[src/rtl/trng_reader.sv]
// Consumer-side controller for the TRNG control unit: starts the TRNG, captures
// ready-pulsed words into a show-ahead FIFO and flushes everything on failure.
module trng_reader #(
    parameter int DEPTH       = 4,
    parameter int TIMEOUT_CYC = 2048,
    parameter int DW          = 32
) (
    input  logic                       clk_i,
    input  logic                       rst_i,
    input  logic                       start_i,
    input  logic                       stop_i,
    input  logic                       clear_i,
    output logic                       trng_enable_o,
    input  logic                       trng_rnd_ready_i,
    input  logic [DW-1:0]              trng_rnd_data_i,
    output logic                       trng_ack_read_o,
    input  logic                       trng_dead_i,
    output logic                       rd_valid_o,
    input  logic                       rd_ready_i,
    output logic [DW-1:0]              rd_data_o,
    output logic [$clog2(DEPTH+1)-1:0] fifo_count_o,
    output logic                       busy_o,
    output logic                       timeout_o,
    output logic                       fail_o
);

    localparam int CW = $clog2(DEPTH + 1);
    localparam int AW = $clog2(DEPTH);
    localparam int TW = $clog2(TIMEOUT_CYC + 1);
    localparam logic [CW-1:0] DEPTH_C = CW'(DEPTH);
    localparam logic [TW-1:0] TMAX_C  = TW'(TIMEOUT_CYC - 1);

    typedef enum logic [2:0] {
        ST_IDLE  = 3'd0,
        ST_START = 3'd1,
        ST_WAIT  = 3'd2,
        ST_HOLD  = 3'd3,
        ST_ACK   = 3'd4,
        ST_FAIL  = 3'd5
    } state_t;

    state_t          state_q, state_d;
    logic [TW-1:0]   timer_q, timer_d;
    logic            stop_req_q, stop_req_d;
    logic            timeout_q, timeout_d;
    logic [AW-1:0]   wr_ptr_q, wr_ptr_d;
    logic [AW-1:0]   rd_ptr_q, rd_ptr_d;
    logic [CW-1:0]   count_q, count_d;
    logic [DW-1:0]   mem_q [DEPTH];
    logic [DW-1:0]   mem_d [DEPTH];
    logic            enable_q, enable_d;
    logic            ack_q, ack_d;
    logic            fail_q, fail_d;
    logic            busy_q, busy_d;
    logic            valid_q, valid_d;
    logic            busy_s;
    logic            push_s;
    logic            pop_s;

    // Next-state selection; a dead TRNG overrides every other event outside IDLE
    always_comb begin
        state_d   = state_q;
        timeout_d = timeout_q;
        if (trng_dead_i && (state_q != ST_IDLE)) begin
            state_d = ST_FAIL;
        end else begin
            case (state_q)
                ST_IDLE: begin
                    if (start_i) begin
                        state_d = ST_START;
                    end else begin
                        state_d = ST_IDLE;
                    end
                end
                ST_START: state_d = ST_WAIT;
                ST_WAIT: begin
                    if (trng_rnd_ready_i) begin
                        state_d = ST_HOLD;
                    end else if (timer_q == TMAX_C) begin
                        state_d   = ST_FAIL;
                        timeout_d = 1'b1;
                    end else if (stop_req_q) begin
                        state_d = ST_IDLE;
                    end else begin
                        state_d = ST_WAIT;
                    end
                end
                // The TRNG keeps its word until acked, so HOLD may wait forever
                ST_HOLD: begin
                    if (count_q < DEPTH_C) begin
                        state_d = ST_ACK;
                    end else begin
                        state_d = ST_HOLD;
                    end
                end
                ST_ACK: state_d = ST_WAIT;
                ST_FAIL: begin
                    if (clear_i) begin
                        state_d   = ST_IDLE;
                        timeout_d = 1'b0;
                    end else begin
                        state_d = ST_FAIL;
                    end
                end
                default: state_d = ST_IDLE;
            endcase
        end
    end

    assign busy_s = (state_q != ST_IDLE) && (state_q != ST_FAIL);
    assign push_s = (state_q == ST_HOLD) && (count_q < DEPTH_C) && !trng_dead_i;
    assign pop_s  = valid_q && rd_ready_i;

    // Ready timer and stop request bookkeeping
    always_comb begin
        timer_d    = timer_q;
        stop_req_d = stop_req_q;
        if ((state_q == ST_WAIT) && (state_d == ST_WAIT)) begin
            timer_d = timer_q + TW'(1'b1);
        end else begin
            timer_d = {TW{1'b0}};
        end
        if (state_d == ST_IDLE) begin
            stop_req_d = 1'b0;
        end else if (busy_s && stop_i) begin
            stop_req_d = 1'b1;
        end else begin
            stop_req_d = stop_req_q;
        end
    end

    // FIFO pointers, occupancy and storage; any entry into FAIL discards contents
    always_comb begin
        wr_ptr_d = wr_ptr_q;
        rd_ptr_d = rd_ptr_q;
        count_d  = count_q;
        mem_d    = mem_q;
        if (state_d == ST_FAIL) begin
            wr_ptr_d = {AW{1'b0}};
            rd_ptr_d = {AW{1'b0}};
            count_d  = {CW{1'b0}};
        end else begin
            if (push_s) begin
                mem_d[wr_ptr_q] = trng_rnd_data_i;
                wr_ptr_d        = wr_ptr_q + AW'(1'b1);
            end else begin
                wr_ptr_d = wr_ptr_q;
            end
            if (pop_s) begin
                rd_ptr_d = rd_ptr_q + AW'(1'b1);
            end else begin
                rd_ptr_d = rd_ptr_q;
            end
            case ({push_s, pop_s})
                2'b10:   count_d = count_q + CW'(1'b1);
                2'b01:   count_d = count_q - CW'(1'b1);
                default: count_d = count_q;
            endcase
        end
    end

    // Output flags follow the state being entered so they line up with it
    always_comb begin
        enable_d = (state_d == ST_START);
        ack_d    = (state_d == ST_ACK);
        fail_d   = (state_d == ST_FAIL);
        busy_d   = (state_d != ST_IDLE) && (state_d != ST_FAIL);
        valid_d  = (count_d != {CW{1'b0}});
    end

    // State and datapath registers
    always_ff @(posedge clk_i or posedge rst_i) begin
        if (rst_i) begin
            state_q    <= ST_IDLE;
            timer_q    <= {TW{1'b0}};
            stop_req_q <= 1'b0;
            timeout_q  <= 1'b0;
            wr_ptr_q   <= {AW{1'b0}};
            rd_ptr_q   <= {AW{1'b0}};
            count_q    <= {CW{1'b0}};
            enable_q   <= 1'b0;
            ack_q      <= 1'b0;
            fail_q     <= 1'b0;
            busy_q     <= 1'b0;
            valid_q    <= 1'b0;
            for (int i = 0; i < DEPTH; i++) begin
                mem_q[i] <= {DW{1'b0}};
            end
        end else begin
            state_q    <= state_d;
            timer_q    <= timer_d;
            stop_req_q <= stop_req_d;
            timeout_q  <= timeout_d;
            wr_ptr_q   <= wr_ptr_d;
            rd_ptr_q   <= rd_ptr_d;
            count_q    <= count_d;
            enable_q   <= enable_d;
            ack_q      <= ack_d;
            fail_q     <= fail_d;
            busy_q     <= busy_d;
            valid_q    <= valid_d;
            mem_q      <= mem_d;
        end
    end

    assign trng_enable_o   = enable_q;
    assign trng_ack_read_o = ack_q;
    assign rd_valid_o      = valid_q;
    assign rd_data_o       = mem_q[rd_ptr_q];
    assign fifo_count_o    = count_q;
    assign busy_o          = busy_q;
    assign timeout_o       = timeout_q;
    assign fail_o          = fail_q;

endmodule

[config.mk]
export PLATFORM = sky130hd
export DESIGN_NAME = trng_reader
export DESIGN_NICKNAME = d
export VERILOG_FILES = /design/src/rtl/trng_reader.sv
export SDC_FILE = /design/constraint.sdc
export NUM_CORES = 1
export LEC_CHECK = 0
export BUFFER_PORTS_ARGS = -buffer_cell sky130_fd_sc_hd__buf_2
export CAP_MARGIN = 20
export CELL_PAD_IN_SITES_DETAIL_PLACEMENT = 0
export CELL_PAD_IN_SITES_GLOBAL_PLACEMENT = 1
export CORE_MARGIN = 2
export CORE_UTILIZATION = 55
export CTS_BUF_LIST = sky130_fd_sc_hd__clkbuf_4 sky130_fd_sc_hd__clkbuf_8
export CTS_CLUSTER_DIAMETER = 40
export DETAILED_ROUTE_END_ITERATION = 6
export PLACE_DENSITY = 0.95
export SLEW_MARGIN = 20
export SYNTH_ARGS = -nofsm -noshare
export SYNTH_HDL_FRONTEND = slang
export SYNTH_SLANG_ARGS = --single-unit
[constraint.sdc]
create_clock -name clk_i -period 8.9 [get_ports clk_i]
set_clock_uncertainty 0.15 [all_clocks]
set_input_delay 1.335 -clock clk_i [delete_from_list [all_inputs] [get_ports clk_i]]
set_output_delay 1.335 -clock clk_i [all_outputs]
set_load 0.005 [all_outputs]
* Word-level counts from Yosys, hierarchy flattened
Cells that the tools add are included.
Word-level totals: register bits after elaboration 157, input port bits 40, output and inout bits 41
Cells by class: add/sub/neg operators 5, magnitude comparators 4, equality and inequality tests 17, muxes and demuxes 27, bitwise logic cells 4, reduce and logical (&&, ||, !) cells 22
Operators with widths (number):
- $bwmux W128 | 1
- $mux W32 | 3
- $bmux W32 S2 | 1
- $demux W32 S2 | 1
- $mux W3 | 6
- $pmux W3 S5 | 1
- $add A12 B1 Y12 const B | 1
- $eq A12 B11 Y1 const B | 1
- $eq A3 B3 Y1 const B | 4
- $mux W12 | 1
- $mux W2 | 5
- $eq A3 B2 Y1 const B | 3
- $logic_and A1 B1 Y1 | 9
- $reduce_bool A3 Y1 | 3
- $reduce_bool A2 Y1 | 4
- $eq A3 B1 Y1 const B | 2
- $ge A3 B3 Y1 const B | 2
- $logic_not A3 Y1 | 2
- $mux W1 | 6
- $ne A2 B2 Y1 const B | 3
- $ne A3 B3 Y1 const B | 2
- $not A2 Y3 | 2
- $pmux W3 S2 | 1
- $reduce_and A5 Y1 | 1
- other kinds (12) | 14

* Longest topological paths before layout
Gate-level depths: netlist (run 1).
depth after elaboration 8, depth in mapped cells 10

* Worst setup path after synthesis (run 1)
Ideal clock, no wire load.
path type input-to-reg, start point input port trng_dead_i, end point register valid_q, in the netlist rd_valid_o, library setup time 0.099 ns, arrival time 2.731 ns, required time 8.651 ns, slack 5.919 ns, cell stages on the path 8, path buffers 1, cells stage by stage nor2b_1 buf_2 inv_1 ha_1 fa_1 xnor2_1 xor2_1 a311oi_1
On the way: cells in the longest elaborated chain, start to end 6, elaborated cells on any way between the ends 10
Ends and longest elaborated chain:
- start: declaration | RTL line 17 | input logic trng_dead_i,
- $logic_not A1 Y1 | RTL line 111 | assign push_s = (state_q == ST_HOLD) && (count_q < DEPTH_C) && !trng_dead_i;
- $logic_and A1 B1 Y1 | RTL line 111
- $eq A2 B1 Y1 / $eq A2 B2 Y1 (equally long branches) | RTL line 154 | case ({push_s, pop_s})
- $pmux W3 S2 | RTL line 154
- $mux W3 (*) | RTL line 138 | if (state_d == ST_FAIL) begin
- $reduce_bool A3 Y1 (*) | RTL line 168 | valid_d = (count_d != {CW{1'b0}});
- named net valid_d | RTL line 55 | logic valid_q, valid_d;
- end signal: assignment | RTL line 201 | valid_q <= valid_d;
- end: declaration | RTL line 55
The timed path passes the listed nets; every way through them passes the cells marked *. A chain may end at the register's enable or synchronous reset.

* Final worst setup path (run 1)
start point register rd_ptr_q[0], end point output port rd_data_o[5]
On the way: cells in the longest elaborated chain, start to end 4
Ends and longest elaborated chain:
- start: declaration | RTL line 47 | logic [AW-1:0] rd_ptr_q, rd_ptr_d;
- start signal: assignment | RTL line 179 | rd_ptr_q <= {AW{1'b0}};
- start signal: assignment | RTL line 195 | rd_ptr_q <= rd_ptr_d;
- $not A2 Y3 (implied by the code) | RTL line 209 | assign rd_data_o = mem_q[rd_ptr_q];
- $bmux W32 S2 | RTL line 209
- $mux W32 (implied by the code) (2 in a row) | RTL line 209
- end: declaration | RTL line 20 | output logic [DW-1:0] rd_data_o,
Every way passes these cells. The select of a mux whose other input is x is not followed.

==> metrics.yaml, run 1 <==
status:
  status: "complete, no violations"
cts:
  cts_tree: "done"
  cts_buffers: 17
  cts_root_buffer: "clkbuf_8"
  cts_resized: 0
  ctsHtreeMaxLevel: 4
  cts_setup_buffers: 0
  cts_buffer_depth: 2
  clk_latency_ns: 0.44
  cts_num_sinks: 157
  clk_pin_slew_ns: 0.08
  hold_buffers: 0
synth:
  synth.distinct_cells: 47
  yosys.area.top_type: "dfrtp_1"
  synth_seq_cells: 157
  synthArstFlopShare_pct: 100
  ys_top_cells_by_area: "dfrtp_1 56%, mux2_2 21%, mux4_2 10%"
  ys.flop_type: "dfrtp_1"
  syn-num-nets: 506
  synth_area_sq_um: 7020
  syn-instance-count: 459
  synth.yosys.seq_area_share_pct: 56.0
  synth.avg_cell_area_sq_um: 15.3
  yosysTopAreaCellShare_pct: 56.0
  synth_edf_count: 0
  yosys_warnings: 0
sta:
  slew_viol_final: 0
  min_period_ns: 3.89
  min_period_over_period_pct: 43.7
  grt_setup_unrepaired: "no"
  slew_headroom_pct: 34.7
  holdWs_ns: 0.354
  finalSetupTns_ns: 0
  worstMarginPinSlew_ns: 0.976
  maxClockFrequency_mhz: 257
  setup_viol: 0
  hold_viol_final: 0
worst_setup_path:
  worst-path-buf-inv: 2
  startpoint_type: "flip-flop"
  cp_max_fo: 18
  critPathMaxStageDelay_ns: 0.77
  critPathTopFamily: "flip-flops"
  crit_required_ns: 7.41
  critPathCaptureType: "output pin"
  cp_slowest_cell: "dfrtp_2"
  crit_type: "flip-flop to output pin"
  arrival_ns: 2.40
  cp_cell_sequence: "buf_4, mux4_2, buf_2"
drt:
  vias_per_cell: 5.66
  ant_nets: 0
  drtPass1Iterations: 4
  detail_route.wl_per_cell_um: 18.4
  drt_iter0_markers: 278
  drc_errors: 0
  dr_total_vias: 4074
  drt-total-wl_mm: 13.2
power:
  power_density_nw_per_um2: 274
  ir_worst_vdd_mv: 0.119
  leakage_nw: 3.86
layout:
  regArea_sq_um: 3930
  mostFrequentLayoutCells: "155 x dfrtp_1, 130 x mux2_2, 80 x buf_2"
  multi_input_area_sq_um: 2940
  antennaDiodeCount: 0
  layout-drive-gt1-share_pct: 53.1
  final_common_cell: "dfrtp_1"
  stdcell_count: 720
  area_growth_syn_to_layout_pct: 14.6
  fillerInstances: 946
  nets: 582
  design_area_sq_um: 8050
die:
  start_util_pct: 56.1
  die_w_um: 117
  rows: 41
  die_area_sq_um: 13700
  die_h_um: 117
  ioPinCount: 81
  core_sq_um: 12500
grt:
  grt_remaining_overflow: 0
  antenna_found_initial: 0
  track_usage_pct: 20.9
  grt_pass1_wl_mm: 21.4
  grt_pass1_vias: 4246
  grt_max_degree: 93
min_path:
  min_path_type: "flip-flop to flip-flop"
place:
  hpwl_mm: 8.31
  placed_area_sq_um: 7540
  dp_cells: 688
  place_congestion: 0.790
  io_buffers: 80
flow_run:
  max-cap-violations: 0
-- cells by family after synthesis --
| group | Yosys count | share of synthesized area [%] |
|---|---|---|
| DFF | 157 | 56.0 |
| AOI/OAI and AO/OA | 17 | 2.03 |
| adders and majority gates | 7 | 1.35 |
| muxes | 163 | 31.3 |
| and+or+nand+nor | 63 | 4.90 |
| buffers and inverters | 35 | 2.35 |
| xor gates and xnor gates | 17 | 2.12 |
-- metrics by stage --
| stage | total power [mW] | worst slack (ns) | utilization [%] |
|---|---|---|---|
| after CTS | 2.23 | 4.89 | 64.2 |
| after global placement | 1.54 | 5.41 | 60.2 |
| after global routing | 2.33 | 4.81 | 64.3 |
| after floorplan | 1.37 | 3.18 | - |
| after detailed placement | 1.58 | 5.23 | 60.2 |
| final | 2.21 | 5.01 | 64.3 |
-- worst reg2reg max path, delay by kind of cell, from the launching register on --
family | cells | cell delay, ns
AND/OR/NAND/NOR | 2 | 0.84
adder cells (fa/ha/maj) | 2 | 0.64
flip-flops | 1 | 0.63
XOR/XNOR | 2 | 0.36
AO/OA/AOI/OAI | 1 | 0.30
buffers and inverters | 1 | 0.11
-- where the power goes --
group | switching (mW) | internal (mW) | total (mW) | leakage [nW]
logic | 0.224 | 0.361 | 0.585 | 1.50
registers | 0.122 | 0.850 | 0.973 | 2.12
clock network | 0.258 | 0.390 | 0.649 | 0.238
-- final cells by class --
| class | count | share of cell area, % |
|---|---|---|
| clock inverter | 15 | 3.33 |
| timing repair buffer | 82 | 5.21 |
| inverter | 10 | 0.529 |
| multi-input combinational | 267 | 36.5 |
| sequential | 157 | 48.9 |
| clock buffer | 17 | 2.91 |
| tap | 172 | 2.67 |
-- cells in the mapped netlist, types with 3 or more instances --
library cell	instances
ha_1	6
mux4_2	32
nand2_1	10
dfrtp_1	157
xor2_1	7
nand4_1	3
mux2_2	130
xnor2_1	10
buf_2	18
inv_1	10
nor2_1	24
nor3_1	4
clkbuf_1	5
nand3_1	3
-- final timing paths --
| check | from | end | slack, ns | cells after the start |
|---|---|---|---|---|
| worst max-delay path | rd_ptr_q[0] | rd_data_o[5] | 5.01 | 3 |
| worst min-delay path | mem_q[39] | mem_q[39] | 0.35 | 1 |
| worst max register to register | state_q[0] | rd_valid_o | 5.78 | 8 |
| worst min register to register | mem_q[39] | mem_q[39] | 0.35 | 1 |
| max in group asynchronous | rst_i | mem_q[0] | 6.59 | 3 |
| min in group asynchronous | rst_i | busy_o | 0.81 | 2 |
-- state kept, by name, indices dropped and copies added, names as in the netlist, 2 cells and up --
name,cells
state_q,3
fifo_count_o,3
mem_q,128
wr_ptr_q,2
timer_q,12
rd_ptr_q,2
-- metal layers --
layer | GRT usage [%] | wire length, um | part of all wire (%) | vias up
met5 | 0 | 0 | 0 | -
met4 | 7.84 | 171 | 1.3 | 0
met3 | 4.84 | 503 | 3.8 | 15
met2 | 34.6 | 6850 | 52 | 86
met1 | 27.1 | 5720 | 43 | 2149
li1 | - | - | - | 1824
(Power assumes the default switching activity.)
==> run 2, diff against run 1 <==
--- a/config.mk
+++ b/config.mk
@@ -10,11 +10,11 @@
 export CELL_PAD_IN_SITES_DETAIL_PLACEMENT = 0
 export CELL_PAD_IN_SITES_GLOBAL_PLACEMENT = 1
 export CORE_MARGIN = 2
-export CORE_UTILIZATION = 55
+export CORE_UTILIZATION = 46
 export CTS_BUF_LIST = sky130_fd_sc_hd__clkbuf_4 sky130_fd_sc_hd__clkbuf_8
 export CTS_CLUSTER_DIAMETER = 40
 export DETAILED_ROUTE_END_ITERATION = 6
-export PLACE_DENSITY = 0.95
+export PLACE_DENSITY = 0.89
 export SLEW_MARGIN = 20
 export SYNTH_ARGS = -nofsm -noshare
 export SYNTH_HDL_FRONTEND = slang
==> constraint.sdc (replaced) <==
create_clock -name clk_i -period 3.4 [get_ports clk_i]
set_clock_uncertainty 0.15 [all_clocks]
set_input_delay 0.51 -clock clk_i [delete_from_list [all_inputs] [get_ports clk_i]]
set_output_delay 0.51 -clock clk_i [all_outputs]
set_load 0.005 [all_outputs]
==> run 2 against run 1 <==
Net effect: power grew to 2.5 times the previous value; cell count grew 3.9%; flip-flop and latch count is the same; routed wire length grew 2.3%; register-to-register slack lost 5.0 ns; design area grew 1.2%; critical path type is now flip-flop to flip-flop; largest cell class unchanged.
==> metrics.yaml, run 2 (synthesis gave the netlist of run 1 again) <==
status:
  status: "complete, no violations"
die:
  die_h_um: 128
  die_w_um: 128
  core_sq_um: 15000
  ioPinCount: 81
  start_util_pct: 46.7
  rows: 45
  die_area_sq_um: 16300
grt:
  grt_pass1_wl_mm: 22.4
  antenna_found_initial: 0
  track_usage_pct: 17.9
  grt_remaining_overflow: 0
  grt_pass1_vias: 4422
  grt_max_degree: 46
layout:
  fillerInstances: 1211
  nets: 594
  top_register: "mem_q"
  reg_top3: "mem_q (128), timer_q (12)"
  largest_reg_flops: 128
  final_common_cell: "dfrtp_1"
  mostFrequentLayoutCells: "155 x dfrtp_1, 130 x mux2_2, 80 x buf_2"
  area_growth_syn_to_layout_pct: 16.0
  antennaDiodeCount: 0
  layout-drive-gt1-share_pct: 53.9
  stdcell_count: 748
  utilization_pct: 54.2
drt:
  maxUsedRoutingLayer: "met4"
  drtPass1Iterations: 4
  detail_route.wl_per_cell_um: 18.1
  drt-total-wl_mm: 13.6
  vias_per_cell: 5.42
  wl_met2_mm: 6.96
  drc_errors: 0
  dr_total_vias: 4056
  m1WireLength_mm: 5.95
  drt_iter0_markers: 222
  ant_nets: 0
  dr_wl_met3_um: 488
power:
  internal_power_mw: 4.02
  switching_power_mw: 1.56
  leakage_nw: 3.91
  p_seq_share_pct: 44.3
  switching_share_pct: 27.9
  power_density_nw_per_um2: 685
  p_clk_share_pct: 26.5
  ir_worst_vdd_mv: 0.422
  combPwrFrac_pct: 29.1
worst_setup_path:
  cp_slowest_cell: "dfrtp_1"
  critPathMaxStageDelay_ns: 0.59
  startpoint_type: "flip-flop"
  rr_startpoint: "state_q[0]"
  crit_type: "flip-flop to flip-flop"
  setup.worst_path.start: "state_q[0]"
  cp_cell_sequence: "and4bb_2, nor2b_1, inv_1, ha_1, fa_1, xnor2_1, xor2_1, a311oi_1"
  critPathCaptureType: "flip-flop"
  arrival_ns: 2.82
  cp_max_fo: 15
  crit_required_ns: 3.60
cts:
  hold_buffers: 0
  cts_resized: 0
  clk_latency_ns: 0.44
  cts_root_buffer: "clkbuf_8"
  cts_buffers: 17
  ctsHtreeMaxLevel: 4
  cts_buffer_depth: 2
  cts_num_sinks: 157
  cts_setup_buffers: 0
  clk_pin_slew_ns: 0.08
  cts_tree: "done"
sta:
  slew_viol_final: 0
  slew_headroom_pct: 63.5
  finalWorstSetupSlack_ns: 0.775
  grt_setup_unrepaired: "no"
  hold_viol_final: 0
  maxClockFrequency_mhz: 381
  min_period_ns: 2.62
  setup_viol: 0
  finalSetupTns_ns: 0
  min_period_over_period_pct: 77.2
  worstMarginPinSlew_ns: 0.547
place:
  place_congestion: 0.810
  io_buffers: 80
  hpwl_mm: 9.18
  dp_cells: 714
  post-place-ws_ns: 0.784
min_path:
  min_path_type: "input pin to flip-flop"
  hp-start: "start_i"
flow_run:
  max-cap-violations: 0
[run 2: cell types whose count changed in the layout (fill, tap and decap cells not counted), sizes merged]
cell and delta:
clkinv +2, bufinv -3, inv -2, dlygate4sd3 +1
buf +11, clkbuf +4, clkinvlp -1
[run 2: final cells by class]
cell class,instances,area [sq um],area share (%)
clock buffer,21,264,3.24
clock inverter,11,168,2.06
inverter,10,41.3,0.507
multi-input combinational,267,2940,36.0
sequential,157,3930,48.3
tap,188,235,2.89
timing repair buffer,94,571,7.00
[run 2: metal layers]
layer / global-route usage, % / vias up
met5: 0 / -
met1: 22.4 / 2119
li1: - / 1851
met4: 5.11 / 0
met2: 30.9 / 73
met3: 4.82 / 13
[run 2: worst paths after layout]
check / to / slack (ns) / cells past startpoint
hold reg to reg: mem_q[35] / 0.35 / 1
min in group asynchronous: mem_q[73] / 0.44 / 3
max in group asynchronous: mem_q[117] / 2.14 / 4
setup / recovery: rd_valid_o / 0.78 / 8
hold / removal: trng_enable_o / 0.17 / 2
setup reg to reg: rd_valid_o / 0.78 / 8
[run 2: worst max-delay path: cells and delay by family (launching register included)]
kind            cells  cell delay [ns]
buf+inv             1             0.07
simple gates        2             0.47
compound gates      1             0.25
flops               1             0.59
fa+ha+maj           2             0.62
xor+xnor            2             0.38
[run 2: metrics by stage]
stage,hold slack (ns),power [mW],area (sq um)
global route,0.158,5.92,8150
detailed placement,0.337,4.17,7680
global placement,0.331,4.08,7680
CTS,0.146,5.66,8120
finish,0.170,5.58,8150
floorplan,0.313,3.58,7020
[run 2: power groups by stage]
| stage | Sequential [mW] | Combinational, mW | Clock (mW) |
|---|---|---|---|
| floorplan | 2.39 | 1.18 | 0 |
| global placement | 2.47 | 1.61 | 0 |
| detailed placement | 2.51 | 1.65 | 0 |
| CTS | 2.47 | 1.66 | 1.53 |
| global route | 2.52 | 1.78 | 1.61 |
| finish | 2.47 | 1.63 | 1.48 |
==> run 3, diff against run 2 <==
--- a/config.mk
+++ b/config.mk
@@ -10,11 +10,11 @@
 export CELL_PAD_IN_SITES_DETAIL_PLACEMENT = 0
 export CELL_PAD_IN_SITES_GLOBAL_PLACEMENT = 1
 export CORE_MARGIN = 2
-export CORE_UTILIZATION = 46
+export CORE_UTILIZATION = 51
 export CTS_BUF_LIST = sky130_fd_sc_hd__clkbuf_4 sky130_fd_sc_hd__clkbuf_8
 export CTS_CLUSTER_DIAMETER = 40
 export DETAILED_ROUTE_END_ITERATION = 6
-export PLACE_DENSITY = 0.89
+export PLACE_DENSITY = 0.93
 export SLEW_MARGIN = 20
 export SYNTH_ARGS = -nofsm -noshare
 export SYNTH_HDL_FRONTEND = slang
==> constraint.sdc (replaced) <==
create_clock -name clk_i -period 2.7 [get_ports clk_i]
set_clock_uncertainty 0.15 [all_clocks]
set_input_delay 0.405 -clock clk_i [delete_from_list [all_inputs] [get_ports clk_i]]
set_output_delay 0.405 -clock clk_i [all_outputs]
set_load 0.005 [all_outputs]
==> run 3 against run 2 <==
Net effect: routed wire length decreased by 0.21%; register-to-register slack got worse by 0.50 ns; combinational power grew 31%; clock power up 31%; critical path type is now flip-flop to output pin; largest power group unchanged.
==> metrics.yaml, run 3 (synthesis gave the netlist of run 1 again) <==
worst_setup_path:
  critPathMaxStageDelay_ns: 0.59
  crit_type: "flip-flop to output pin"
  startpoint_type: "flip-flop"
  critPathCaptureType: "output pin"
  cp_max_fo: 19
  crit_required_ns: 2.14
  critPathTopFamily: "flip-flops"
  cp_cell_sequence: "buf_12, mux4_2, buf_2"
  cp_slowest_cell: "dfrtp_4"
  worst-path-buf-inv: 2
  arrival_ns: 2.00
sta:
  min_period_over_period_pct: 94.5
  worstMarginPinSlew_ns: 0.544
  grt_setup_unrepaired: "no"
  slew_viol_final: 0
  setup_viol: 0
  holdWs_ns: 0.0473
  slew_headroom_pct: 63.7
  maxClockFrequency_mhz: 392
  finalSetupTns_ns: 0
  hold_viol_final: 0
  min_period_ns: 2.55
flow_run:
  max-cap-violations: 0
die:
  die_w_um: 121
  die_area_sq_um: 14700
  start_util_pct: 52.6
  rows: 42
  ioPinCount: 81
  core_sq_um: 13300
  die_h_um: 121
grt:
  grt_remaining_overflow: 0
  antenna_found_initial: 0
  grt_max_degree: 91
  track_usage_pct: 20.1
  grt_pass1_vias: 4618
  grt_pass1_wl_mm: 22.5
drt:
  drt-total-wl_mm: 13.5
  detail_route.wl_per_cell_um: 18.2
  vias_per_cell: 5.57
  drc_errors: 0
  ant_nets: 0
  drtPass1Iterations: 5
  dr_total_vias: 4130
  drt_iter0_markers: 264
cts:
  clk_pin_slew_ns: 0.08
  clk_latency_ns: 0.45
  cts_num_sinks: 157
  ctsHtreeMaxLevel: 4
  cts_tree: "done"
  cts_buffer_depth: 2
  cts_buffers: 17
  cts_root_buffer: "clkbuf_8"
power:
  leakage_nw: 3.94
  power_density_nw_per_um2: 877
  p_total_mw: 7.17
  ir_worst_vdd_mv: 0.480
status:
  status: "complete, no violations"
layout:
  top_register: "mem_q"
  layout-drive-gt1-share_pct: 54.3
  area_growth_syn_to_layout_pct: 16.4
  design_area_sq_um: 8170
  mostFrequentLayoutCells: "155 x dfrtp_1, 130 x mux2_2, 80 x buf_2"
  final_common_cell: "dfrtp_1"
  antennaDiodeCount: 0
  nets: 599
  reg_top3: "mem_q (128), timer_q (12)"
  largest_reg_flops: 128
min_path:
  min_path_type: "input pin to flip-flop"
place:
  io_buffers: 80
  place_congestion: 0.750
  placed_area_sq_um: 7700
  hpwl_mm: 8.86
[run 3: through the flow]
step	cells	worst slack, ns	util, %
after detailed placement	708	0.257	57.7
after global routing	741	0.0347	61.2
final	741	0.148	61.2
after CTS	741	0.0167	61.2
after floorplan	459	0.158	-
after global placement	708	0.418	57.7
[run 3: power by group]
| part | leakage [nW] | switching [mW] | total (mW) | internal [mW] |
|---|---|---|---|---|
| logic | 1.59 | 0.877 | 2.14 | 1.26 |
| clock network | 0.234 | 0.810 | 1.94 | 1.13 |
| registers | 2.12 | 0.276 | 3.09 | 2.81 |
| total | 3.94 | 1.96 | 7.17 | 5.20 |
[run 3: metal layers]
layer  vias up  global-route usage [%]  routed length, um
li1       1868                       -                  -
met1      2172                    25.0               5810
met2        74                    33.9               7010
met3        16                    5.45                527
met4         0                    7.11                174
met5         -                       0                  0
[run 3: worst paths after layout]
check	from	slack (ns)	end	cells after the start
max	rd_ptr_q[0]	0.15	rd_data_o[12]	3
min	start_i	0.05	trng_enable_o	2
max reg2reg	fifo_count_o[2]	0.28	rd_valid_o	8
min reg2reg	mem_q[26]	0.35	mem_q[26]	1
max in group asynchronous	rst_i	1.46	mem_q[111]	4
min in group asynchronous	rst_i	0.25	trng_enable_o	3
[run 3: area by class of cell]
cell class	count	area (sq um)
Fill cell	1046	5180
Sequential cell	157	3930
Multi-Input combinational cell	267	2940
Timing Repair Buffer	99	583
Clock buffer	28	360
Tap cell	176	220
Clock inverter	4	97.6
Inverter	10	41.3
[run 3: worst register-to-register path: stages, from the launching register on]
cell      delay [ns]
dfrtp_1         0.38
and4bb_2        0.29
nor2b_1         0.19
inv_1           0.07
ha_1            0.22
fa_1            0.39
xnor2_1         0.24
xor2_1          0.10
a311oi_1        0.29
[run 3: what timing repair did]
| item | CTS | global route |
|---|---|---|
| hold endpoints to repair | 67 | 0 |
| setup buffers | 0 | 0 |
| resized for setup | 0 | 1 |
| setup endpoints to repair | 0 | 23 |
| hold buffers | 1 | 0 |
